[config.mk]
export PLATFORM = sky130hd
export DESIGN_NAME = spi_reg_target
export DESIGN_NICKNAME = d
export VERILOG_FILES = /design/src/rtl/spi_reg_target.sv
export SDC_FILE = /design/constraint.sdc
export NUM_CORES = 1
export LEC_CHECK = 0
export CORE_MARGIN = 8
export CORE_UTILIZATION = 67
export DETAILED_ROUTE_END_ITERATION = 6
export HOLD_SLACK_MARGIN = 0.1
export PLACE_DENSITY = 0.86
export SETUP_SLACK_MARGIN = 0.5
export SLEW_MARGIN = 0
export SYNTH_ARGS = -nofsm -noshare
export SYNTH_HDL_FRONTEND = slang
export SYNTH_SLANG_ARGS = --single-unit
export TNS_END_PERCENT = 100
[constraint.sdc]
create_clock -name clk_i -period 5.8 [get_ports clk_i]
set_input_delay 0.58 -clock clk_i [delete_from_list [all_inputs] [get_ports clk_i]]
set_output_delay 0.58 -clock clk_i [all_outputs]
set_load 0.02 [all_outputs]
[src/rtl/spi_reg_target.sv]
// SPI mode-0 register target (MCP23S17-style): opcode/address/data framing,
// hardware-address match, sequential access and a fabric-side register port.
module spi_reg_target #(
  parameter int         NUM_REGS    = 22,
  parameter logic [3:0] OPC_HI      = 4'b0100,
  parameter int         HAEN        = 1,
  parameter int         SEQ_EN      = 1,
  parameter int         SYNC_STAGES = 2,
  parameter logic [7:0] REG_RST_VAL = 8'h00
) (
  input  logic       clk_i,
  input  logic       rstn_i,
  input  logic       sclk_i,
  input  logic       csn_i,
  input  logic       mosi_i,
  output logic       miso_o,
  output logic       miso_oe_o,
  input  logic [2:0] hw_addr_i,
  input  logic [7:0] usr_addr_i,
  input  logic       usr_we_i,
  input  logic [7:0] usr_wdata_i,
  output logic [7:0] usr_rdata_o,
  output logic       spi_wr_o,
  output logic [7:0] spi_wr_addr_o,
  output logic [7:0] spi_wr_data_o,
  output logic       busy_o
);

  localparam int         IDX_W     = (NUM_REGS > 1) ? $clog2(NUM_REGS) : 1;
  localparam logic [7:0] LAST_ADDR = 8'(NUM_REGS - 1);

  localparam logic [2:0] ST_IDLE   = 3'd0;
  localparam logic [2:0] ST_OPCODE = 3'd1;
  localparam logic [2:0] ST_ADDR   = 3'd2;
  localparam logic [2:0] ST_WDATA  = 3'd3;
  localparam logic [2:0] ST_RDATA  = 3'd4;
  localparam logic [2:0] ST_IGNORE = 3'd5;

  // Synchronisers carry no reset: a reset mid-transfer must not fabricate a
  // csn edge, so the FSM only restarts on a genuine csn fall.
  logic [SYNC_STAGES:0]   sclk_sr;
  logic [SYNC_STAGES:0]   csn_sr;
  logic [SYNC_STAGES-1:0] mosi_sr;

  always_ff @(posedge clk_i) begin
    sclk_sr <= {sclk_sr[SYNC_STAGES-1:0], sclk_i};
    csn_sr  <= {csn_sr[SYNC_STAGES-1:0], csn_i};
    mosi_sr <= {mosi_sr[SYNC_STAGES-2:0], mosi_i};
  end

  logic sclk_cur, sclk_prev, csn_cur, csn_prev, mosi_cur;
  logic sclk_rise, sclk_fall, csn_rise, csn_fall;

  assign sclk_cur  = sclk_sr[SYNC_STAGES-1];
  assign sclk_prev = sclk_sr[SYNC_STAGES];
  assign csn_cur   = csn_sr[SYNC_STAGES-1];
  assign csn_prev  = csn_sr[SYNC_STAGES];
  assign mosi_cur  = mosi_sr[SYNC_STAGES-1];

  assign sclk_rise = sclk_cur & ~sclk_prev & ~csn_cur;
  assign sclk_fall = ~sclk_cur & sclk_prev & ~csn_cur;
  assign csn_rise  = csn_cur & ~csn_prev;
  assign csn_fall  = ~csn_cur & csn_prev;

  logic [7:0] regs [NUM_REGS];
  logic [2:0] state;
  logic [2:0] bit_cnt;
  logic [6:0] rx_sr;
  logic [7:0] tx_sr;
  logic [7:0] ptr;
  logic       rw;

  logic [7:0] rx_byte;
  logic       byte_done;
  logic       ptr_in_range;
  logic [7:0] next_ptr;
  logic [7:0] rx_rd_data;
  logic [7:0] next_rd_data;
  logic       opc_match;
  logic       spi_commit;

  // NOTE: every signal below gets a value on every path through this block;
  // a missing assignment in any branch would infer a latch.
  always_comb begin
    rx_byte      = {rx_sr, mosi_cur};
    byte_done    = sclk_rise && (bit_cnt == 3'd7);
    ptr_in_range = (ptr <= LAST_ADDR);
    next_ptr     = ptr;
    if (SEQ_EN != 0) begin
      next_ptr = (ptr >= LAST_ADDR) ? 8'h00 : ptr + 8'd1;
    end
    rx_rd_data   = (rx_byte <= LAST_ADDR) ? regs[rx_byte[IDX_W-1:0]] : 8'h00;
    next_rd_data = (next_ptr <= LAST_ADDR) ? regs[next_ptr[IDX_W-1:0]] : 8'h00;
    opc_match    = (rx_byte[7:4] == OPC_HI) &&
                   ((HAEN == 0) || (rx_byte[3:1] == hw_addr_i));
    spi_commit   = (state == ST_WDATA) && byte_done && ptr_in_range;
  end

  // NOTE: sequential state uses non-blocking assignments so every flop sees
  // pre-edge values no matter how the statements below are ordered.
  always_ff @(posedge clk_i) begin
    if (!rstn_i) begin
      state         <= ST_IDLE;
      bit_cnt       <= 3'd0;
      rx_sr         <= 7'd0;
      tx_sr         <= 8'h00;
      ptr           <= 8'h00;
      rw            <= 1'b0;
      miso_o        <= 1'b0;
      miso_oe_o     <= 1'b0;
      spi_wr_o      <= 1'b0;
      spi_wr_addr_o <= 8'h00;
      spi_wr_data_o <= 8'h00;
      busy_o        <= 1'b0;
    end else begin
      spi_wr_o <= 1'b0;
      busy_o   <= ~csn_cur;
      if (csn_rise) begin
        // Any partially shifted byte is simply dropped here.
        state     <= ST_IDLE;
        bit_cnt   <= 3'd0;
        miso_o    <= 1'b0;
        miso_oe_o <= 1'b0;
      end else if (state == ST_IDLE) begin
        if (csn_fall) begin
          bit_cnt <= 3'd0;
          state   <= ST_OPCODE;
        end
      end else begin
        if (sclk_rise) begin
          rx_sr   <= rx_byte[6:0];
          bit_cnt <= bit_cnt + 3'd1;
        end
        case (state)
          ST_OPCODE: begin
            if (byte_done) begin
              rw    <= rx_byte[0];
              state <= opc_match ? ST_ADDR : ST_IGNORE;
            end
          end
          ST_ADDR: begin
            if (byte_done) begin
              ptr <= rx_byte;
              if (rw) begin
                state     <= ST_RDATA;
                tx_sr     <= rx_rd_data;
                miso_oe_o <= 1'b1;
              end else begin
                state <= ST_WDATA;
              end
            end
          end
          ST_WDATA: begin
            if (byte_done) begin
              if (ptr_in_range) begin
                spi_wr_o      <= 1'b1;
                spi_wr_addr_o <= ptr;
                spi_wr_data_o <= rx_byte;
              end
              ptr <= next_ptr;
            end
          end
          ST_RDATA: begin
            if (sclk_fall) begin
              miso_o <= tx_sr[7];
              tx_sr  <= {tx_sr[6:0], 1'b0};
            end
            if (byte_done) begin
              ptr   <= next_ptr;
              tx_sr <= next_rd_data;
            end
          end
          default: begin
            miso_oe_o <= 1'b0;
          end
        endcase
      end
    end
  end

  // NOTE: the register file is reset because its power-up contents are
  // architecturally visible, which keeps it in flops rather than a RAM macro.
  always_ff @(posedge clk_i) begin
    if (!rstn_i) begin
      regs        <= '{default: REG_RST_VAL};
      usr_rdata_o <= 8'h00;
    end else begin
      usr_rdata_o <= (usr_addr_i <= LAST_ADDR) ? regs[usr_addr_i[IDX_W-1:0]] : 8'h00;
      if (usr_we_i && (usr_addr_i <= LAST_ADDR)) begin
        regs[usr_addr_i[IDX_W-1:0]] <= usr_wdata_i;
      end
      // Issued after the fabric write so the SPI byte wins an address clash.
      if (spi_commit) begin
        regs[ptr[IDX_W-1:0]] <= rx_byte;
      end
    end
  end

endmodule

======== After elaboration in Yosys (flattened, before gate mapping) ========
Index checks and enable logic that the tools add are counted.
word-level totals
  flip-flop bits (word level) ............. 242
  word-level logic and storage cells ...... 154
  input port bits ......................... 25
  output and inout bits ................... 28
cells by class
  equality and inequality tests ........... 14
  reductions and logical operators ........ 26
  add/subtract/negate cells ............... 2
  $lt $le $gt $ge ......................... 11
  bitwise operators ....................... 20
  muxes and demuxes ....................... 43
operators by type and width
  operator                                                                              number
  176-bit two-way mux                                                                   3
  176-bit bitwise mux                                                                   2
  8-bit two-way mux                                                                     17
  8-bit binary-select mux with 5-bit select                                             3
  8-bit demux with 5-bit select                                                         2
  8-bit by 5-bit <= comparator with 1-bit output (second input constant)                4
  8-bit case mux with 2 select lines                                                    2
  3-bit two-way mux                                                                     9
  6-bit greater-or-equal comparator (second input constant)                             4
  5-bit inverter with 6-bit output                                                      4
  6-bit by 1-bit < comparator with 1-bit output (second input constant)                 2
  4-bit AND reduction                                                                   3
  1-bit inverter                                                                        10
  5-bit AND reduction                                                                   2
  3-bit inequality test (second input constant)                                         3
  8-bit by 1-bit adder with 8-bit output (second input constant)                        1
  8-bit by 5-bit greater-or-equal comparator with 1-bit output (second input constant)  1
  1-bit logical AND                                                                     7
  1-bit AND                                                                             6
  3-bit by 2-bit == test with 1-bit output (second input constant)                      2
  3-bit == test (second input constant)                                                 2
  2-bit inequality test (second input constant)                                         3
  3-bit case mux with 2 select lines                                                    1
  3-bit AND reduction                                                                   2
  15 further kinds                                                                      21

======== Depth between registers and ports, before layout ========
  depth in word-level cells ............... 10
  depth in mapped cells ................... 13
  mapped depth without buffers ............ 8

======== Least setup slack after synthesis ========
No wires, ideal clock.
  path kind ............................... reg2reg
  from .................................... register ptr[0]
  to ...................................... register tx_sr[6]
  arrival time ............................ 3.004 ns
  path slack .............................. 2.670 ns
  buffers on the path ..................... 5
  cell stages (with the launch flop) ...... 13
  data required time ...................... 5.673 ns
  setup time .............................. 0.127 ns
  clock period less this slack ............ 3.130 ns
  path through ............................ dfxtp_1 -> clkbuf_1 -> clkbuf_1 -> inv_1 -> ha_1 -> buf_2 -> buf_2 -> buf_2 -> mux4_2 -> nand2_1 -> o21ai_0 -> a221oi_1 -> o41ai_1
on the way
  word-level cells in the longest chain between the ends .. 9
  elaborated cells on any way between the ends .. 11
  those cells by class .................... add/sub (1); order compare (2); mux (7); bitwise (1)
RTL lines
  item                                                                                                                           RTL line  text
  start, declared                                                                                                                70        logic [7:0] ptr;
  start signal, assigned                                                                                                         143       ptr <= rx_byte;
  start signal, assigned                                                                                                         160       ptr <= next_ptr;
  start signal, assigned                                                                                                         169       ptr <= next_ptr;
  8-bit by 1-bit adder with 8-bit output / 8-bit by 5-bit greater-or-equal comparator with 1-bit output (equally long branches)  90        next_ptr = (ptr >= LAST_ADDR) ? 8'h00 : ptr + 8'd1;
  8-bit two-way mux *                                                                                                            90
  5-bit inverter with 6-bit output (not written as such)                                                                         93        next_rd_data = (next_ptr <= LAST_ADDR) ? regs[next_ptr[IDX_W-1:0]] : 8'h00;
  8-bit binary-select mux with 5-bit select                                                                                      93
  8-bit two-way mux (not written as such) (2 in a row)                                                                           93
  8-bit two-way mux *                                                                                                            93
  8-bit two-way mux *                                                                                                            168       if (byte_done) begin
  8-bit case mux with 2 select lines *                                                                                           134       case (state)
  end signal, assigned                                                                                                           146       tx_sr <= rx_rd_data;
  end signal, assigned                                                                                                           166       tx_sr <= {tx_sr[6:0], 1'b0};
  end signal, assigned                                                                                                           170       tx_sr <= next_rd_data;
  end, declared                                                                                                                  69        logic [7:0] tx_sr;
Mark *: on every way between the ends. The rest lies on a longest branch, timed or not. The select of a mux whose other input is x is not followed.
A chain may end at the register's enable or synchronous reset.

======== Final worst setup path ========
  from .................................... register ptr[0]
  to ...................................... register tx_sr[2]
The elaborated chain is that of the path after synthesis.

==> impl_metrics.py <==
metrics = {
    "run": {
        "cap_viol_max_count": 0,
    },
    "global_routing": {
        "antenna_found_initial": 1,
        "grt_pass1_wl_um": 86700,
        "overflow": 0,
        "track_usage_pct": 39.5,
        "grt_max_degree": 91,
        "grt_pass1_vias": 14200,
    },
    "floorplanning": {
        "start_util_pct": 68.4,
        "ios": 53,
        "coreArea_um2": 22600,
        "fp.dieW_um": 168,
        "dieArea_um2": 28200,
        "die_h_um": 168,
        "rows": 55,
    },
    "timing": {
        "setup_violations": 0,
        "tns_ps": 0,
        "fin_ws_ps": 1830,
        "worstMarginPinSlew_ps": 1300,
        "worst_clock_skew_ps": 22.6,
        "slew_viol_final": 0,
        "slew_headroom_pct": 13.1,
        "rsz0062_at_grt": "false",
        "hold_viol_final": 0,
        "fmax_ghz": 0.252,
        "min_period_over_period_pct": 68.4,
        "period_needed_ps": 3970,
    },
    "synthesis": {
        "syn-cell-area_um2": 15500,
        "synth_area_leaders": "dfxtp_1 31%, mux4_2 14%, mux2i_1 9.6%, o211a_1 6.4%, nand2_1 4.6%",
        "synth_compound_area_share_pct": 22.7,
        "synth.distinct_cells": 76,
        "yosysTopAreaCellShare_pct": 31.3,
        "synthAdderAreaFrac_pct": 0.485,
        "synth_top_family_by_area": "multiplexers",
        "synth_warnings": 0,
        "synthCells": 1666,
        "synth_mux_area_share_pct": 25.5,
        "seq_area_frac_synth_pct": 31.3,
        "synth-seq-cells": 242,
        "synth_top_flop_cell": "dfxtp_1",
        "yosys.area.top_type": "dfxtp_1",
        "async_flop_share_pct": 0,
        "yosys.area_share.simple_pct": 14.4,
        "synth_edf_count": 0,
        "synth_xor_area_share_pct": 0.509,
        "synth_fp_nets": 1697,
        "syn_avg_cell_area_um2": 9.30,
    },
    "route": {
        "dr.pass1.iters": 7,
        "vias_per_cell": 7.79,
        "drt_iter0_markers": 2217,
        "wl_per_cell_um": 30.1,
        "drc": 0,
        "wl_um": 57700,
        "vias": 14900,
        "ant_nets": 0,
    },
    "min_path": {
        "hp-class": "reg2reg",
    },
    "cells_and_area": {
        "seq_area_um2": 4850,
        "final_common_cell": "dfxtp_1",
        "fillers": 1592,
        "diodes": 0,
        "final_cell_mix": "238 x dfxtp_1, 189 x nand2_1, 148 x mux2i_1",
        "finalNetCount": 1641,
        "syn2layout_area_growth_pct": 9.11,
        "postLayoutCellArea_um2": 16900,
        "post-route-util_pct": 74.6,
        "multi_input_area_um2": 9860,
        "drive_gt1_share_pct": 15.6,
    },
    "clock_tree": {
        "post_cts_resized": 0,
        "cts_tree": "done",
        "cts.sinks": 242,
        "htreeDepth": 1,
        "clock_insertion_delay_worst_skew_ps": 580,
        "ctsHoldBuffers": 0,
        "root_buffer": "clkbuf_16",
        "cts-buffers-inserted": 27,
        "cts_setup_buffers": 0,
        "clockBufferDepth": 3,
        "path_clk_slew_ps": 70,
    },
    "critical_path": {
        "crit_required_ps": 6250,
        "critPathMaxFanout": 26,
        "arrival_ps": 4420,
        "r2r_slack_ps": 1830,
        "path_class": "reg2reg",
        "worstSetupStartpointType": "flip-flop",
        "worstSetupEndpointType": "flip-flop",
    },
    "place": {
        "placed_area_um2": 15900,
        "gp_congestion": 1.11,
        "hpwl_um": 37800,
        "pre_cts_ws_ps": 2030,
        "port_buffers": 52,
    },
    "pwr": {
        "power_uw": 3800,
        "p_per_area_nw_per_um2": 225,
        "ir_drop_mv": 0.281,
        "p_leak_uw": 0.00669,
    },
    "outcome": {
        "status": "finished, final reports clean",
    },
}
-- final cells by class --
type | count | share of cell area [%]
inverter | 13 | 0.289
multi-input combinational | 1238 | 58.4
tap | 285 | 2.11
clock buffer | 35 | 4.47
timing repair buffer | 88 | 4.63
clock inverter | 14 | 1.41
sequential | 242 | 28.7
-- state kept, by name, summed over array words and instances (netlist names), 2 cells and up --
signal         cells
csn_sr             3
bit_cnt            3
mosi_sr            2
tx_sr              8
sclk_sr            3
usr_rdata_o        8
ptr                8
spi_wr_data_o      8
rx_sr              7
state              3
regs             176
spi_wr_addr_o      8
-- Yosys cell counts (all sizes together) (24+ instances only) --
cell type  number
nand3         120
buf            58
dfxtp         242
clkbuf        115
o21ai         135
mux2i         148
mux4           93
nand2         190
a22oi          32
mux2           33
o211a          99
nor2           47
a21boi         24
a21oi         113
-- path summary, 6_finish.rpt --
path,end,start,cells past startpoint
setup / recovery,tx_sr[2]$_SDFFE_PN0P_,ptr[0]$_SDFFE_PN0P_,9
hold / removal,csn_sr[1]$_DFF_P_,csn_sr[0]$_DFF_P_,0
setup reg to reg,tx_sr[2]$_SDFFE_PN0P_,ptr[0]$_SDFFE_PN0P_,9
hold reg to reg,csn_sr[1]$_DFF_P_,csn_sr[0]$_DFF_P_,0
-- where the power goes --
| group | internal, uW | switching, uW | total [uW] |
|---|---|---|---|
| Clock | 1180 | 753 | 1940 |
| Combinational | 58.0 | 118 | 176 |
| Sequential | 1670 | 15.5 | 1680 |
-- layer usage --
| layer | routed length [um] | vias to the layer above | track usage [%] |
|---|---|---|---|
| li1 | - | 6241 | - |
| met1 | 20600 | 7024 | 49.0 |
| met2 | 24000 | 1312 | 57.5 |
| met3 | 8850 | 335 | 14.6 |
| met4 | 4210 | 2 | 24.3 |
| met5 | 12 | - | 0 |
-- worst max-delay path, stage by stage (launching register included) --
cell and delay [ps]:
dfxtp_2 620, inv_1 280, ha_2 900, buf_4 470
nand2_1 510, o22ai_1 340, o21ai_0 150, o2111ai_1 160
a32oi_1 110, o221a_2 290
-- kinds of logic after synthesis --
logic type	Yosys count
compound gates	511
xor+xnor	9
fa+ha+maj	6
buf+inv	186
flops	242
mux	274
simple gates	438
-- per-stage QoR --
stage	hold WS (ps)	cells
floorplan	310	1666
global placement	310	1866
detailed placement	314	1866
CTS	332	1915
global route	335	1915
finish	326	1915
Note: power is estimated with default switching activity, not from simulation.
